$ cat src/rtl/wb_port_arbiter.sv
// Register-file write-port arbiter: pipeline write-back always wins, late multi-cycle
// results wait in a small FIFO, drain in idle slots, and are killed if overwritten first.
module wb_port_arbiter #(
  parameter int DATA_W   = 19,
  parameter int ADDR_W   = 3,
  parameter int DEPTH    = 2,
  parameter int MAX_WAIT = 4
) (
  input  logic                   clk,
  input  logic                   rst,
  input  logic                   pipe_we,
  input  logic [ADDR_W-1:0]      pipe_rd,
  input  logic [DATA_W-1:0]      pipe_data,
  input  logic                   mc_valid,
  output logic                   mc_ready,
  input  logic [ADDR_W-1:0]      mc_rd,
  input  logic [DATA_W-1:0]      mc_data,
  output logic                   rf_we,
  output logic [ADDR_W-1:0]      rf_rd,
  output logic [DATA_W-1:0]      rf_wd,
  output logic                   stall_req,
  output logic [$clog2(DEPTH):0] fifo_cnt
);

  localparam int PTR_W  = $clog2(DEPTH);
  localparam int CNT_W  = PTR_W + 1;
  localparam int WAIT_W = $clog2(MAX_WAIT + 1);

  logic [ADDR_W-1:0] r_mem_rd   [DEPTH];
  logic [DATA_W-1:0] r_mem_data [DEPTH];
  logic [DEPTH-1:0]  r_vld;
  logic [DEPTH-1:0]  r_kill;
  logic [PTR_W-1:0]  r_wptr;
  logic [PTR_W-1:0]  r_rptr;
  logic [CNT_W-1:0]  r_cnt;
  logic [WAIT_W-1:0] r_wait;
  logic              r_stall;
  logic              r_rf_we;
  logic [ADDR_W-1:0] r_rf_rd;
  logic [DATA_W-1:0] r_rf_wd;

  logic              w_full;
  logic              w_empty;
  logic              w_push;
  logic              w_pop;
  logic [DEPTH-1:0]  w_kill_hit;
  logic [WAIT_W-1:0] w_wait_nxt;

  assign w_full  = (r_cnt == CNT_W'(DEPTH));
  assign w_empty = (r_cnt == '0);
  // Readiness looks only at occupancy, so a full FIFO refuses even while it drains.
  assign w_push  = mc_valid && !w_full;
  assign w_pop   = !pipe_we && !w_empty;

  // NOTE: every signal assigned in always_comb gets a default first so no latch is inferred.
  always_comb begin
    w_kill_hit = '0;
    for (int i = 0; i < DEPTH; i++) begin
      w_kill_hit[i] = pipe_we && r_vld[i] && (r_mem_rd[i] == pipe_rd);
    end
  end

  always_comb begin
    w_wait_nxt = r_wait;
    if (w_empty || w_pop) begin
      w_wait_nxt = '0;
    end else if (r_wait != WAIT_W'(MAX_WAIT)) begin
      w_wait_nxt = r_wait + WAIT_W'(1);
    end
  end

  // NOTE: payload storage has no reset; occupancy is tracked by r_vld/r_cnt, which are reset.
  always_ff @(posedge clk) begin
    if (w_push) begin
      r_mem_rd[r_wptr]   <= mc_rd;
      r_mem_data[r_wptr] <= mc_data;
    end
  end

  // NOTE: sequential state uses non-blocking assignments so all registers update together.
  always_ff @(posedge clk or negedge rst) begin
    if (!rst) begin
      r_vld   <= '0;
      r_kill  <= '0;
      r_wptr  <= '0;
      r_rptr  <= '0;
      r_cnt   <= '0;
      r_wait  <= '0;
      r_stall <= 1'b0;
      r_rf_we <= 1'b0;
      r_rf_rd <= '0;
      r_rf_wd <= '0;
    end else begin
      for (int i = 0; i < DEPTH; i++) begin
        if (w_push && (r_wptr == PTR_W'(i))) begin
          r_vld[i]  <= 1'b1;
          r_kill[i] <= 1'b0;
        end else if (w_pop && (r_rptr == PTR_W'(i))) begin
          r_vld[i]  <= 1'b0;
        end else if (w_kill_hit[i]) begin
          r_kill[i] <= 1'b1;
        end
      end

      if (w_push) r_wptr <= r_wptr + PTR_W'(1);
      if (w_pop)  r_rptr <= r_rptr + PTR_W'(1);

      case ({w_push, w_pop})
        2'b10:   r_cnt <= r_cnt + CNT_W'(1);
        2'b01:   r_cnt <= r_cnt - CNT_W'(1);
        default: r_cnt <= r_cnt;
      endcase

      // Saturated wait only clears on a pop, so stall stays up until the FIFO gets a slot.
      r_wait  <= w_wait_nxt;
      r_stall <= (w_wait_nxt == WAIT_W'(MAX_WAIT));

      if (pipe_we) begin
        r_rf_we <= 1'b1;
        r_rf_rd <= pipe_rd;
        r_rf_wd <= pipe_data;
      end else if (w_pop) begin
        r_rf_we <= !r_kill[r_rptr];
        r_rf_rd <= r_mem_rd[r_rptr];
        r_rf_wd <= r_mem_data[r_rptr];
      end else begin
        r_rf_we <= 1'b0;
      end
    end
  end

  assign mc_ready  = !w_full;
  assign rf_we     = r_rf_we;
  assign rf_rd     = r_rf_rd;
  assign rf_wd     = r_rf_wd;
  assign stall_req = r_stall;
  assign fifo_cnt  = r_cnt;

endmodule

$ cat config.mk
export PLATFORM = sky130hd
export DESIGN_NAME = wb_port_arbiter
export DESIGN_NICKNAME = d
export VERILOG_FILES = /design/src/rtl/wb_port_arbiter.sv
export SDC_FILE = /design/constraint.sdc
export NUM_CORES = 1
export LEC_CHECK = 0
export BUFFER_PORTS_ARGS = -buffer_cell sky130_fd_sc_hd__buf_2
export CAP_MARGIN = 30
export CORE_UTILIZATION = 53
export DETAILED_ROUTE_END_ITERATION = 8
export PLACE_DENSITY = 0.89
export RECOVER_POWER = 50
export REMOVE_ABC_BUFFERS = 1
export SYNTH_ARGS = -nofsm -noshare
export SYNTH_HDL_FRONTEND = slang
export SYNTH_SLANG_ARGS = --single-unit
$ cat constraint.sdc
create_clock -name clk -period 2.7 [get_ports clk]
set_input_delay 0.54 -clock clk [delete_from_list [all_inputs] [get_ports clk]]
set_output_delay 0.54 -clock clk [all_outputs]
set_load 0.02 [all_outputs]
==> qor.yml, run 1 <==
hold_path_depth: 1
critical-path-max-stage-delay_ns: 0.49
htree_num_levels: 3
yosys.cell_types.count: 35
critPathLaunchType: "flop"
cp_num_buf_inv: 1
clk_pin_slew_ns: 0.07
io_buffers: 74
p_int_mw: 2.33
start_util_pct: 55.5
grt_usage_pct: 21.7
crit_fanout: 8
ctsResizeCount: 0
final_net_count: 384
violations: "capacitance limit, slew limit"
clockBufferDepth: 2
tns_ns: 0
switching_share_pct: 33.3
crit_type: "reg -> out"
setup_slack_ns: 0.893
ys_seq_area_share_pct: 66.5
place_congestion: 0.730
syn-cell-area_um2: 3300
whs_endpoint: "r_mem_data[0][0]"
pwr-share-clk_pct: 23.1
ctsHoldBuffers: 0
syn2layout_area_growth_pct: 16.2
synth_top_cell_by_area: "edfxtp_1"
grt_pass1_wl_um: 10300
die-height_um: 80.9
cts-root-buf: "clkbuf_8"
drv_slew: 36
nFillCells: 477
dp_hpwl_um: 4430
synth_edf_count: 44
cp_cell_sequence: "nand2b_1 > buf_2"
combPwrFrac_pct: 27.2
cellPowerDensity_nw_per_um2: 909
io_pins: 75
clock-skew-final_ns: 0.00839
async_flop_share_pct: 44.3
wl_per_cell_um: 16.2
yosys_warnings: 0
fin_area_um2: 3840
seqPwrFrac_pct: 49.7
setup_violations: 0
run_status: "finished with violations"
drtIter0Drc: 150
hold_path_startpoint: "mc_data[0]"
rsz0062_at_grt: "no"
end_kind: "primary output"
worst_pin_slew_ns: 1.88
crit_arrival_ns: 1.27
synth_cells: 260
synth_area_leaders: "edfxtp_1, dfrtp_1, a211oi_1, o31ai_1, nor2b_1"
slowest_stage: "dfrtp_1"
cp_top_family: "flip-flops"
synth-seq-cells: 79
fin_crit_ns: 1.81
finalCoreUtilization_pct: 64.5
vdd_ir_drop_max_mv: 0.441
vias: 2247
place_area_um2: 3700
core_area_um2: 5960
avgSynthCellArea_um2: 12.7
max_slew_margin_pct: -25.2
antenna_left: 0
rr_startpoint: "r_rptr"
cts_setup_buffers: 0
preCtsSetupSlack_ns: 0.924
p_switching_mw: 1.16
max_cap_violations: 1
synth_commonest_cells: "edfxtp_1, dfrtp_1, nand2_1"
vias_per_cell: 5.44
dieArea_um2: 6550
totalWireLength_um: 6670
worstPathRequired_ns: 2.16
grt_max_degree: 43
hp-class: "in -> reg"
yosysMostFrequentCell: "edfxtp_1"
r2r_slack_ns: 0.93
max_freq_mhz: 553
hold_violations: 0
diodes: 0
worstRegToRegCells: 4
grt_antenna_before_repair: 0
min_period_over_period_pct: 66.9
post_route_cells_drive_above_1_share_pct: 21.3
cts_tree: "done"
dr.pass1.iters: 4
worst_r2r_endpoint: "rf_wd[6]"
grt_pass1_vias: 2180
die-width_um: 80.9
cts_made_buffers: 9
num_rows: 28
drc: 0
synthFlopType: "edfxtp_1"
p_leak_nw: 1.54
gr-total-overflow: 0
cts_sinks: 79
worstSkewPairLatency_ns: 0.34
synth_top_area_share_pct: 40.0
-- layout make-up --
| cell class | instances | area (µm²) | share of cell area [%] |
|---|---|---|---|
| clock buffer | 13 | 139 | 3.62 |
| clock inverter | 2 | 33.8 | 0.880 |
| inverter | 5 | 18.8 | 0.489 |
| multi-input combinational | 160 | 980 | 25.5 |
| sequential | 79 | 2200 | 57.2 |
| tap | 75 | 93.8 | 2.44 |
| timing repair buffer | 79 | 377 | 9.81 |
-- power by group through the flow --
stage / sequential [mW] / combinational, mW / clock (mW)
3_5_place_dp: 1.76 / 0.969 / 0
5_1_grt: 1.76 / 1.05 / 0.881
2_1_floorplan: 1.88 / 0.469 / 0
6_report: 1.74 / 0.951 / 0.805
3_3_place_gp: 1.74 / 0.924 / 0
4_1_cts: 1.73 / 0.975 / 0.823
-- logic make-up (layout without fill, tap and decap cells) --
family	count (synthesis)	after routing	synth area share, %
DFF	79	79	66.5
xor gates and xnor gates	8	8	2.12
muxes	2	2	0.644
AOI/OAI and AO/OA	55	55	12.8
and+or+nand+nor	93	93	13.2
buffers and inverters	21	99	3.90
adders and majority gates	2	2	0.757
-- state kept, by name, summed over array words and instances, names as in the netlist, 2 cells and up --
register and flops:
r_mem_data 38, rf_wd 19, r_mem_rd 6, r_wait 3, rf_rd 3, fifo_cnt 2, r_kill 2, r_vld 2
-- metal layers --
metal / vias to the layer above / global-route usage, % / wire length, µm
met3: 10 / 5.06 / 352
li1: 1079 / - / -
met2: 71 / 36.2 / 3370
met4: 0 / 9.46 / 101
met5: - / 0 / 0
met1: 1087 / 27.1 / 2850
-- how the worst max path moves through the flow --
| stage | cells past startpoint | startpoint | to |
|---|---|---|---|
| after floorplan | 3 | fifo_cnt[0] | r_mem_data[0][0] |
| after global placement | 4 | pipe_we | r_kill[0] |
| after detailed placement | 3 | pipe_we | stall_req |
| after CTS | 2 | fifo_cnt[0] | mc_ready |
| after global routing | 1 | rst | r_wait[2] |
| final | 2 | fifo_cnt[0] | mc_ready |
-- placed cells by master, fill, tap and decap left out, types with 2 or more instances in the layout --
cell type,count
a211oi_1,22
buf_2,52
buf_4,4
clkbuf_1,27
clkbuf_8,9
dfrtp_1,35
edfxtp_1,44
ha_1,2
inv_1,5
nand2_1,32
nand3_1,3
nor2_1,26
nor2b_1,22
nor4_1,2
o21ai_0,3
o31ai_1,21
o31ai_2,3
xnor2_1,2
xor2_1,6
-- stage by stage --
stage	std cells	power, mW	hold slack, ns
3_3_place_gp	398	2.66	0.469
2_1_floorplan	244	2.35	0.244
6_report	413	3.49	0.384
5_1_grt	413	3.70	0.363
3_5_place_dp	398	2.73	0.487
4_1_cts	413	3.53	0.286
Note: power is estimated with default switching activity, not from simulation.
==> run 2: changes to the inputs <==
==> constraint.sdc (replaced) <==
create_clock -name clk -period 1.9 [get_ports clk]
set_input_delay 0.38 -clock clk [delete_from_list [all_inputs] [get_ports clk]]
set_output_delay 0.38 -clock clk [all_outputs]
set_load 0.02 [all_outputs]
==> run 2 against run 1 <==
The run now ends clean. Critical path depth unchanged. Sequential share of layout area decreased by 1.6 points. Clock power increased by 65%. Register-to-register slack got worse by 0.64 ns. First-iteration DRC count decreased by 31%. Clock skew increased by 0.00092 ns. Via count increased by 1.7%. Setup slack got worse by 0.68 ns. Flip-flop and latch count unchanged. Critical path type unchanged. Largest cell class unchanged.
==> qor.yml, run 2 (synthesis results as in run 1) <==
run_status: "finished, final reports clean"  # was finished with violations
dr.pass1.iters: 4  # unchanged
hold_violations: 0  # unchanged
worst_pin_slew_ns: 0.923  # was 1.88 ns
max_cap_violations: 0  # was 1
drv_slew: 0  # was 36
tns_ns: 0  # unchanged
regArea_um2: 2200  # unchanged
grt_pass1_vias: 2235  # was 2180
crit_type: "reg -> out"  # unchanged
finalCoreUtilization_pct: 66.3  # was 64.5%
gr-total-overflow: 0  # unchanged
grtUsageMet1_pct: 26.4  # was 27.1%
clockBufferDepth: 2  # unchanged
clock-skew-final_ns: 0.00931  # was 0.00839 ns
met3_usage_pct: 4.04  # was 5.06%
worstRegToRegCells: 4  # unchanged
num_rows: 28  # unchanged
final_cell_mix: "buf_2, edfxtp_1, dfrtp_1"  # unchanged
end_kind: "primary output"  # unchanged
vias: 2286  # was 2247
grt_max_degree: 36  # was 43
worstSkewPairLatency_ns: 0.35  # was 0.34 ns
fin_crit_ns: 1.69
syn2layout_area_growth_pct: 19.5  # was 16.2%
cts_sinks: 79  # unchanged
totalPowerFinal_mw: 5.22  # was 3.49 mW
final_net_count: 391  # was 384
antenna_left: 0  # unchanged
max_freq_mhz: 592
diodes: 0  # unchanged
start_util_pct: 55.5  # unchanged
die-width_um: 80.9  # unchanged
hp-class: "in -> async"  # was in -> reg
post_route_cells_drive_above_1_share_pct: 24.6  # was 21.3%
place_congestion: 0.772  # was 0.730
cellPowerDensity_nw_per_um2: 1320  # was 909 nW/µm²
grt_antenna_before_repair: 0  # unchanged
grt_usage_pct: 21.4  # was 21.7%
layout_commonest_cell: "buf_2"  # unchanged
ctsResizeCount: 0  # unchanged
totalWireLength_um: 6480  # was 6670 µm
cts-root-buf: "clkbuf_8"  # unchanged
dieArea_um2: 6550  # unchanged
die-height_um: 80.9  # unchanged
min_period_over_period_pct: 88.9
critPathLaunchType: "flop"  # unchanged
met2_usage_pct: 34.4  # was 36.2%
rsz0062_at_grt: "no"  # unchanged
cts_tree: "done"  # unchanged
io_pins: 75  # unchanged
nFillCells: 452  # was 477
drc: 0  # unchanged
top_register: "r_mem_data"  # unchanged
busiest_layer: "met2"  # unchanged
fin_area_um2: 3950  # was 3840 µm²
cts_made_buffers: 9  # unchanged
io_buffers: 74  # unchanged
clk_pin_slew_ns: 0.08  # was 0.07 ns
vdd_ir_drop_max_mv: 0.733  # was 0.441 mV
setup_violations: 0  # unchanged
max_slew_margin_pct: 38.5  # was -25.2%
crit_arrival_ns: 1.31  # was 1.27 ns
vias_per_cell: 5.43  # was 5.44
r2r_slack_ns: 0.29  # was 0.93 ns
grt_pass1_wl_um: 10000  # was 10300 µm
crit_fanout: 8  # unchanged
ctsHoldBuffers: 0  # unchanged
htree_num_levels: 3  # unchanged
p_leak_nw: 1.60  # was 1.54 nW
dp_hpwl_um: 4540  # was 4430 µm
cts_setup_buffers: 0  # unchanged
place_area_um2: 3760  # was 3700 µm²
worstPathRequired_ns: 1.52  # was 2.16 ns
wl_per_cell_um: 15.4  # was 16.2 µm
multi_input_area_um2: 980  # unchanged
largest_register_ffs: 38  # unchanged
setup_slack_ns: 0.211  # was 0.893 ns
drtIter0Drc: 103  # was 150
preCtsSetupSlack_ns: 0.329  # was 0.924 ns
core_area_um2: 5960  # unchanged
[run 2: path summary, 6_finish.rpt]
check / start / end
setup / recovery: fifo_cnt[0] / mc_ready
hold / removal: rst / rf_we
setup reg to reg: fifo_cnt[1] / rf_wd[17]
hold reg to reg: r_kill[0] / r_kill[0]
max in group asynchronous: rst / rf_wd[4]
min in group clk: mc_data[5] / r_mem_data[1][5]
[run 2: area by class of cell]
cell class	count	share of cell area [%]
clock buffer	10	3.23
sequential	79	55.7
inverter	5	0.475
clock inverter	6	2.19
multi-input combinational	160	24.8
tap	75	2.38
timing repair buffer	86	11.3
[run 2: worst max-delay path: stages, from the launching register on]
cell,delay [ns]
dfrtp_1,0.50
nand2b_1,0.26
buf_2,0.20
[run 2: per-stage QoR]
step	cells	hold slack [ns]
after floorplan	244	0.0844
after global placement	405	0.470
after detailed placement	405	0.482
after CTS	421	0.137
after global routing	421	0.205
final	421	0.154
[run 2: per-layer routing]
metal | up-vias | share of wire (%)
met5 | - | 0
met4 | 0 | 2.9
met3 | 17 | 4.6
met2 | 71 | 49
met1 | 1095 | 43
li1 | 1103 | -
[run 2: power breakdown]
group / switching [mW] / internal [mW]
clock: 0.591 / 0.735
sequential: 0.211 / 2.23
combinational: 0.901 / 0.554
==> run 3: changes to the inputs <==
--- a/config.mk
+++ b/config.mk
@@ -10,7 +10,7 @@
 export CORE_UTILIZATION = 53
 export DETAILED_ROUTE_END_ITERATION = 8
 export PLACE_DENSITY = 0.89
-export RECOVER_POWER = 50
+export RECOVER_POWER = 100
 export REMOVE_ABC_BUFFERS = 1
 export SYNTH_ARGS = -nofsm -noshare
 export SYNTH_HDL_FRONTEND = slang
==> constraint.sdc (replaced) <==
create_clock -name clk -period 1.64 [get_ports clk]
set_input_delay 0.328 -clock clk [delete_from_list [all_inputs] [get_ports clk]]
set_output_delay 0.328 -clock clk [all_outputs]
set_load 0.02 [all_outputs]
==> run 3 against run 2 <==
Final area is 0.92% lower. Global-route usage is 0.69 points higher. Clock skew down 0.0054 ns. Register-to-register slack worse by 0.19 ns. Non-clock buffer count is 2 higher. Cell count is 0.48% higher. Combinational power grew 15%. Largest cell class unchanged.
==> qor.yml, run 3 (synthesis results as in run 1) <==
vdd_ir_drop_max_mv: 0.792  # was 0.733 mV
critPathLaunchType: "flop"  # unchanged
worst_r2r_endpoint: "r_mem_rd[1][1]"  # was rf_wd[17]
r2r_slack_ns: 0.1  # was 0.29 ns
start_util_pct: 55.5  # unchanged
drtIter0Drc: 138  # was 103
critical-path-max-stage-delay_ns: 0.46  # was 0.50 ns
final_net_count: 393  # was 391
antenna_left: 0  # unchanged
grt_pass1_vias: 2175  # was 2235
hold_path_depth: 1
die-height_um: 80.9  # unchanged
hold_path_startpoint: "mc_data[0]"
max_cap_violations: 0  # unchanged
post_route_cells_drive_above_1_share_pct: 18.4  # was 24.6%
p_int_mw: 3.92  # was 3.52 mW
cts_tree: "done"  # unchanged
grt_usage_pct: 22.1  # was 21.4%
slowest_stage: "dfrtp_1"  # unchanged
totalWireLength_um: 6700  # was 6480 µm
place_area_um2: 3790  # was 3760 µm²
cts_made_buffers: 9  # unchanged
syn2layout_area_growth_pct: 18.4  # was 19.5%
cts-root-buf: "clkbuf_8"  # unchanged
rsz0062_at_grt: "no"  # unchanged
cellPowerDensity_nw_per_um2: 1500  # was 1320 nW/µm²
dr.pass1.iters: 4  # unchanged
worstSkewPairLatency_ns: 0.34  # was 0.35 ns
fin_crit_ns: 1.54
drc: 0  # unchanged
crit_type: "reg -> reg"  # was reg -> out
clock-skew-final_ns: 0.00387  # was 0.00931 ns
p_leak_nw: 1.55  # was 1.60 nW
worst_pin_slew_ns: 0.583  # was 0.923 ns
largest_register_ffs: 38  # unchanged
die-width_um: 80.9  # unchanged
combPwrFrac_pct: 28.4  # was 27.9%
grt_max_degree: 39  # was 36
setup_violations: 0  # unchanged
finalCoreUtilization_pct: 65.7  # was 66.3%
dp_hpwl_um: 4660  # was 4540 µm
grt_antenna_before_repair: 0  # unchanged
diodes: 0  # unchanged
switching_share_pct: 33.4  # was 32.6%
num_rows: 28  # unchanged
top_register: "r_mem_data"  # unchanged
run_status: "finished, final reports clean"  # unchanged
grt_pass1_wl_um: 10400  # was 10000 µm
clk_pin_slew_ns: 0.07  # was 0.08 ns
whs_endpoint: "r_mem_data[1][0]"
fin_area_um2: 3910  # was 3950 µm²
layout_commonest_cell: "edfxtp_1"  # was buf_2
dieArea_um2: 6550  # unchanged
clockBufferDepth: 2  # unchanged
htree_num_levels: 3  # unchanged
p_switching_mw: 1.96  # was 1.70 mW
worstPathRequired_ns: 1.65  # was 1.52 ns
nFillCells: 454  # was 452
place_congestion: 0.787  # was 0.772
wl_per_cell_um: 15.8  # was 15.4 µm
vias_per_cell: 5.49  # was 5.43
fin_hold_ws_ns: 0.171  # was 0.154 ns
gr-total-overflow: 0  # unchanged
core_area_um2: 5960  # unchanged
cp_num_buf_inv: 2  # was 1
cp_cell_sequence: "nand2b_1 > nand3_1 > inv_1 > clkbuf_1"  # was nand2b_1 > buf_2
rr_startpoint: "fifo_cnt[1]"  # unchanged
io_pins: 75  # unchanged
crit_fanout: 7  # was 8
hp-class: "in -> reg"  # was in -> async
io_buffers: 74  # unchanged
vias: 2322  # was 2286
pwr-share-clk_pct: 23.4  # was 25.4%
cp_top_family: "flip-flops"  # unchanged
crit_arrival_ns: 1.55  # was 1.31 ns
max_slew_margin_pct: 61.1  # was 38.5%
worstRegToRegCells: 4  # unchanged
seqPwrFrac_pct: 48.2  # was 46.7%
cts_sinks: 79  # unchanged
min_period_over_period_pct: 93.9
drv_slew: 0  # unchanged
hold_violations: 0  # unchanged
end_kind: "flop"  # was primary output
final_cell_mix: "edfxtp_1, clkbuf_1, dfrtp_1"  # was buf_2, edfxtp_1, dfrtp_1
max_freq_mhz: 649
-- run 3: cell types whose count changed in the layout (fill, tap and decap cells not counted), moves of 2 or more --
cell,before,now
clkinv_2,0,2
buf_4,10,5
clkbuf_2,2,5
buf_2,52,32
clkbuf_4,0,2
clkbuf_1,22,42
clkinvlp_4,3,0
nor2_1,26,28
-- run 3: worst max-delay path by stage --
stage,start,endpoint,depth (start not counted),slack [ns]
2_1_floorplan,fifo_cnt[0],r_mem_data[0][0],3,-0.76
6_report,fifo_cnt[1],r_mem_rd[1][1],4,0.1
5_1_grt,fifo_cnt[1],stall_req,4,0.02
3_5_place_dp,fifo_cnt[0],r_mem_data[0][8],4,0.12
3_3_place_gp,fifo_cnt[0],r_mem_data[0][8],4,0.19
4_1_cts,fifo_cnt[0],mc_ready,2,0.03
-- run 3: power by group through the flow --
stage | clock, mW | sequential (mW) | combinational [mW]
floorplan | 0 | 3.09 | 0.773
global placement | 0 | 2.84 | 1.69
detailed placement | 0 | 2.87 | 1.76
CTS | 1.39 | 2.83 | 1.78
global route | 1.47 | 2.88 | 1.84
finish | 1.37 | 2.83 | 1.67
-- run 3: per-stage QoR --
stage	instances	setup TNS [ns]	power [mW]	worst slack, ns
CTS	423	0	6.00	0.0350
global placement	406	0	4.53	0.188
floorplan	244	-21.79	3.87	-0.758
finish	423	0	5.88	0.0992
detailed placement	406	0	4.63	0.117
global route	423	0	6.19	0.0191
-- run 3: final cells by class --
type                       instances  area [µm²]  share of cell area (%)
multi-input combinational        160         970                    24.8
inverter                           5        18.8                   0.480
clock buffer                      11         141                    3.61
clock inverter                     5        47.5                    1.22
sequential                        79        2200                    56.2
timing repair buffer              88         442                    11.3
tap                               75        93.8                    2.40
-- run 3: routing by layer --
layer / part of all wire [%] / routed length, µm / vias to the layer above / global-route usage [%]
met1: 44 / 2960 / 1129 / 28.8
met2: 49 / 3270 / 86 / 36.0
met4: 0.67 / 45 / 0 / 5.71
met3: 6.4 / 430 / 4 / 6.97
li1: - / - / 1103 / -
met5: 0 / 0 / - / 0
-- run 3: repair_timing --
action,CTS,global route
setup buffers,0,0
hold endpoints to repair,20,0
resized for setup,0,1
setup endpoints to repair,0,1
hold buffers,1,0
